### config.mk
export PLATFORM = sky130hd
export DESIGN_NAME = i_fab_deser
export DESIGN_NICKNAME = d
export VERILOG_FILES = /design/src/rtl/i_fab_deser.sv
export SDC_FILE = /design/constraint.sdc
export NUM_CORES = 1
export LEC_CHECK = 0
export CAP_MARGIN = 40
export CELL_PAD_IN_SITES_DETAIL_PLACEMENT = 1
export CELL_PAD_IN_SITES_GLOBAL_PLACEMENT = 1
export CORE_MARGIN = 8
export CORE_UTILIZATION = 30
export DETAILED_ROUTE_END_ITERATION = 6
export GPL_ROUTABILITY_DRIVEN = 0
export GPL_TIMING_DRIVEN = 0
export PLACE_DENSITY = 0.69
export SLEW_MARGIN = 15
export SYNTH_ARGS = -nofsm -noshare
export SYNTH_HDL_FRONTEND = slang
export SYNTH_SLANG_ARGS = --single-unit
### constraint.sdc
create_clock -name CLK -period 2.7 [get_ports CLK]
set_clock_uncertainty 0.05 [all_clocks]
set_input_delay 0.54 -clock CLK [delete_from_list [all_inputs] [get_ports CLK]]
set_output_delay 0.54 -clock CLK [all_outputs]
set_load 0.05 [all_outputs]
### src/rtl/i_fab_deser.sv
// Periphery-to-fabric input deserializer: LSB-first serial-to-WIDTH word with a one-deep valid/ready output.
// Optional bitslip realignment is built only when I_FAB_DESER_BITSLIP_EN is defined.
module i_fab_deser #(
    parameter int WIDTH = 4
) (
    input  logic             CLK,
    input  logic             RST,
    input  logic             D,
    input  logic             EN,
    input  logic             BITSLIP,
    input  logic             DATA_READY,
    output logic [WIDTH-1:0] Q,
    output logic             DATA_VALID,
    output logic             OVERFLOW
);

    localparam int CW = $clog2(WIDTH);
    localparam logic [CW-1:0] CNT_LAST = CW'(WIDTH - 1);

`ifndef SYNTHESIS
    if (WIDTH < 3 || WIDTH > 10) begin : g_width_check
        $fatal(1, "i_fab_deser: WIDTH=%0d outside legal range 3..10", WIDTH);
    end
`endif

    logic [WIDTH-1:0] sr;
    logic [WIDTH-1:0] word;
    logic [CW-1:0]    cnt;
    logic             slip;
    logic             complete;

`ifdef I_FAB_DESER_BITSLIP_EN
    logic bitslip_q;

    always_ff @(posedge CLK or negedge RST) begin
        if (!RST) bitslip_q <= 1'b0;
        else      bitslip_q <= BITSLIP;
    end

    // A slip only counts on an enabled cycle; an edge seen while EN=0 is lost.
    assign slip = EN & BITSLIP & ~bitslip_q;
`else
    logic unused_bitslip;
    assign unused_bitslip = BITSLIP;
    assign slip           = 1'b0;
`endif

    assign word     = {D, sr[WIDTH-1:1]};
    assign complete = EN & ~slip & (cnt == CNT_LAST);

    always_ff @(posedge CLK or negedge RST) begin
        if (!RST) begin
            sr  <= '0;
            cnt <= '0;
        end else if (EN) begin
            sr <= word;
            if (!slip) cnt <= (cnt == CNT_LAST) ? '0 : cnt + 1'b1;
        end
    end

    always_ff @(posedge CLK or negedge RST) begin
        if (!RST) begin
            Q          <= '0;
            DATA_VALID <= 1'b0;
            OVERFLOW   <= 1'b0;
        end else if (complete) begin
            if (!DATA_VALID || DATA_READY) begin
                Q          <= word;
                DATA_VALID <= 1'b1;
            end else begin
                OVERFLOW <= 1'b1;
            end
        end else if (DATA_VALID && DATA_READY) begin
            DATA_VALID <= 1'b0;
        end
    end

endmodule

# Word level (Yosys, flattened, before mapping)
# Cells that the tools add are included.
[classes]
n_addsub = 1
n_eq_ne = 2
n_mux = 4
bitwise_logic = 2
n_reduce_logical = 7
[ops]
columns = ["operator", "count"]
rows = [
  ["2-bit AND reduction", 3],
  ["1-bit two-way mux", 3],
  ["2-bit by 1-bit adder with 2-bit output (second input constant)", 1],
  ["2-bit == test (second input constant)", 1],
  ["2-bit two-way mux", 1],
  ["2-bit by 1-bit != test with 1-bit output (second input constant)", 1],
  ["2-bit nonzero test", 1],
  ["1-bit bitwise AND", 1],
  ["1-bit logical AND", 1],
  ["1-bit logical NOT", 1],
  ["1-bit logical OR", 1],
  ["1-bit inverter", 1],
]
[totals]
reg_bits = 12
inputBits = 6
output_inout_bits = 6
elab_cells = 21

# Logic depth before layout (Yosys ltp)
[logic_depth]
depth_word = 4
mapped_depth = 4
depth_no_buf = 4

# Least setup slack after synthesis
# Ideal clock, no wire load.
[synth_path]
path_kind = "flip-flop to flip-flop"
startpoint = "reg DATA_VALID"
endpoint = "reg Q[3]"
setup_ns = 0.125
arrival_time_ns = 1.245
t_required_ns = 2.525
slack_ns = 1.281
stages_incl_launch_ff = 4
path_buffers = 0
period_less_slack_ns = 1.419
cell_sequence = "dfrtp_1 > nand2b_1 > nor2b_4 > mux2_2"
[synth_between]
elab_chain_cells = 3
[synth_rtl]
columns = ["element", "line", "source"]
rows = [
  ["start: declaration", "13", "output logic DATA_VALID,"],
  ["start signal: assignment", "64", "DATA_VALID <= 1'b0;"],
  ["start signal: assignment", "69", "DATA_VALID <= 1'b1;"],
  ["start signal: assignment", "74", "DATA_VALID <= 1'b0;"],
  ["1-bit logical NOT", "67", "if (!DATA_VALID || DATA_READY) begin"],
  ["1-bit logical OR", "67", ""],
  ["2-bit AND reduction (no source line)", "-", ""],
  ["end signal: assignment", "68", "Q <= word;"],
  ["end: declaration", "12", "output logic [WIDTH-1:0] Q,"],
]
# No other way between the ends.
# A chain may end at the register's enable or synchronous reset.

# Final worst setup path
[layout_path]
startpoint = "reg OVERFLOW"
endpoint = "out OVERFLOW"
[layout_lines]
columns = ["element", "line", "source"]
rows = [
  ["start: declaration", "14", "output logic OVERFLOW"],
  ["start signal: assignment", "65", "OVERFLOW <= 1'b0;"],
  ["start signal: assignment", "71", "OVERFLOW <= 1'b1;"],
]
# No word-level cell between the ends.

==> metrics.yaml <==
grt_pass1_vias: 311
dr.first_iter.drc_count: 1
dr_wl_met3_um: 109
nets: 49
finalCriticalPeriod_ns: 2.02
clkSlewWorstSetupHoldPaths_ns: 0.07
critPathSlowestCell: "clkdlybuf4s50_1"
crit_buf_inv: 1
p_leak_nw: 0.261
hp-class: "reg -> reg"
cts_sinks: 11
cts_max_level: 1
cts_tree: "yes"
netlist_instances: 28
ys_ff_latch: 11
fp.dieArea_um2: 2980
crit_arrival_ns: 1.43
viasPerCell: 4.67
cp.required_ns: 2.11
final_common_cell: "dfrtp_1"
cp_slowest_stage_delay_ns: 0.81
path_class: "reg -> out"
top_layer_used: "met3"
path_cells: "clkdlybuf4s50_1"
startpoint_type: "register"
p_per_area_nw_per_um2: 1300
wl_um: 849
dp_hpwl_um: 674
cts_buffer_depth: 2
postCtsSetupBuffers: 0
cp.depth: 1
hold_violations: 0
postLayoutCoreUtil: 0.401
n_fill_cell: 154
place_inst: 53
cts-root-buf: "clkbuf_4"
grt_overflow: 0
slew-limit-headroom: 0.661
wire_per_inst_um: 14.9
synth_fp_nets: 35
maxCapViolCount: 0
ys_seq_area_frac: 0.616
peakVddDrop_v: 0.000515
clk_latency_ns: 0.26
drive_gt1_frac: 0.366
fin_crit_sh: 0.747
cts-resized-gates: 0
whs_path_depth: 1
stdcell_count: 57
cp_max_fo: 2
port_buffers: 9
critPathTopFamily: "buffers and inverters"
rsz0062_at_grt: "no"
drcViolationCount: 0
setup_viol: 0
core_um2: 1450
ioPinCount: 12
syn_area_um2: 447
max_freq_mhz: 496
die_h_um: 54.6
ant_nets: 0
dr.pass1.iters: 2
postLayoutCellArea_um2: 583
cp-end-kind: "output port"
yosysUniqueCellTypes: 10
worst_pin_slew_ns: 0.507
layout_common_cells: "dfrtp_1, mux2_2, clkdlybuf4s50_1"
via_count: 266
antenna_cells: 0
rows: 14
total_power_w: 0.000758
cts_hold_buffers: 0
worstRegToRegCells: 4
ys_warn_count: 0
drt-met1-wl_um: 301
start_util: 0.307
die_w_um: 54.6
placedInstanceArea_um2: 557
area_growth_pct: 30.5
grt_max_degree: 12
maxSlewViolCount: 0
fin_setup_tns_ns: 0
wl_met2_um: 438
syn_avg_cell_area_um2: 16.0
grt_usage: 0.0721
grt_first_pass_wirelength_mm: 1.51
antenna_found_initial: 0
status: "finished clean"
numCtsBuffers: 3
==> where the power goes <==
part           internal [W]  leakage, nW  switching, W  total (W)
logic              0.000152        0.114      0.000229   0.000380
registers          0.000232        0.132     0.0000370   0.000269
clock network     0.0000571       0.0150     0.0000512   0.000108
==> flip-flops by register name, indices dropped and copies added, names as in the netlist <==
name	count
Q	4
sr	3
cnt	2
DATA_VALID	1
OVERFLOW	1
==> worst paths after layout <==
check                            to  slack (ns)  startpoint
max reg2reg                    Q[2]        1.35      cnt[0]
max in group asynchronous      Q[1]        1.71         RST
max                        OVERFLOW        0.68    OVERFLOW
min reg2reg                    Q[0]        0.46        Q[0]
min in group asynchronous  OVERFLOW        0.56         RST
min                            Q[0]        0.46        Q[0]
==> cells by family (layout without fill, tap and decap cells) <==
kind of cell / count (synthesis) / in the layout / synth area share
AOI/OAI and AO/OA: 1 / 1 / 0.0168
adders and majority gates: 1 / 1 / 0.0280
buffers and inverters: 1 / 14 / 0.0252
DFF: 11 / 11 / 0.616
muxes: 9 / 9 / 0.227
and+or+nand+nor: 5 / 5 / 0.0868
==> per-layer routing <==
metal,GRT usage,vias up
met5,0,-
met4,0.0492,0
met3,0.0516,0
met2,0.109,8
met1,0.0678,138
li1,-,120
==> synthesized netlist by cell type <==
cell type	number	area (um2)
dfrtp_1	11	275
nand2b_1	1	6.26
buf_6	1	11.3
mux2_2	9	101
nor2_1	1	3.75
nand2_4	1	11.3
nor2b_4	1	13.8
nand2_1	1	3.75
o21bai_1	1	7.51
ha_1	1	12.5
==> area by class of cell <==
| type | count | area [um2] | share of cell area |
|---|---|---|---|
| sequential | 11 | 275 | 0.472 |
| clock buffer | 4 | 26.3 | 0.0451 |
| tap | 16 | 20.0 | 0.0343 |
| multi-input combinational | 16 | 160 | 0.275 |
| timing repair buffer | 9 | 90.1 | 0.155 |
| buffer | 1 | 11.3 | 0.0193 |
==> through the flow <==
step	setup WS [ns]	hold slack, ns
4_1_cts	0.660	0.461
3_3_place_gp	0.851	0.410
6_report	0.682	0.457
5_1_grt	0.615	0.483
2_1_floorplan	1.28	0.194
3_5_place_dp	0.830	0.446
No activity file was read; power rests on OpenSTA's default activity.
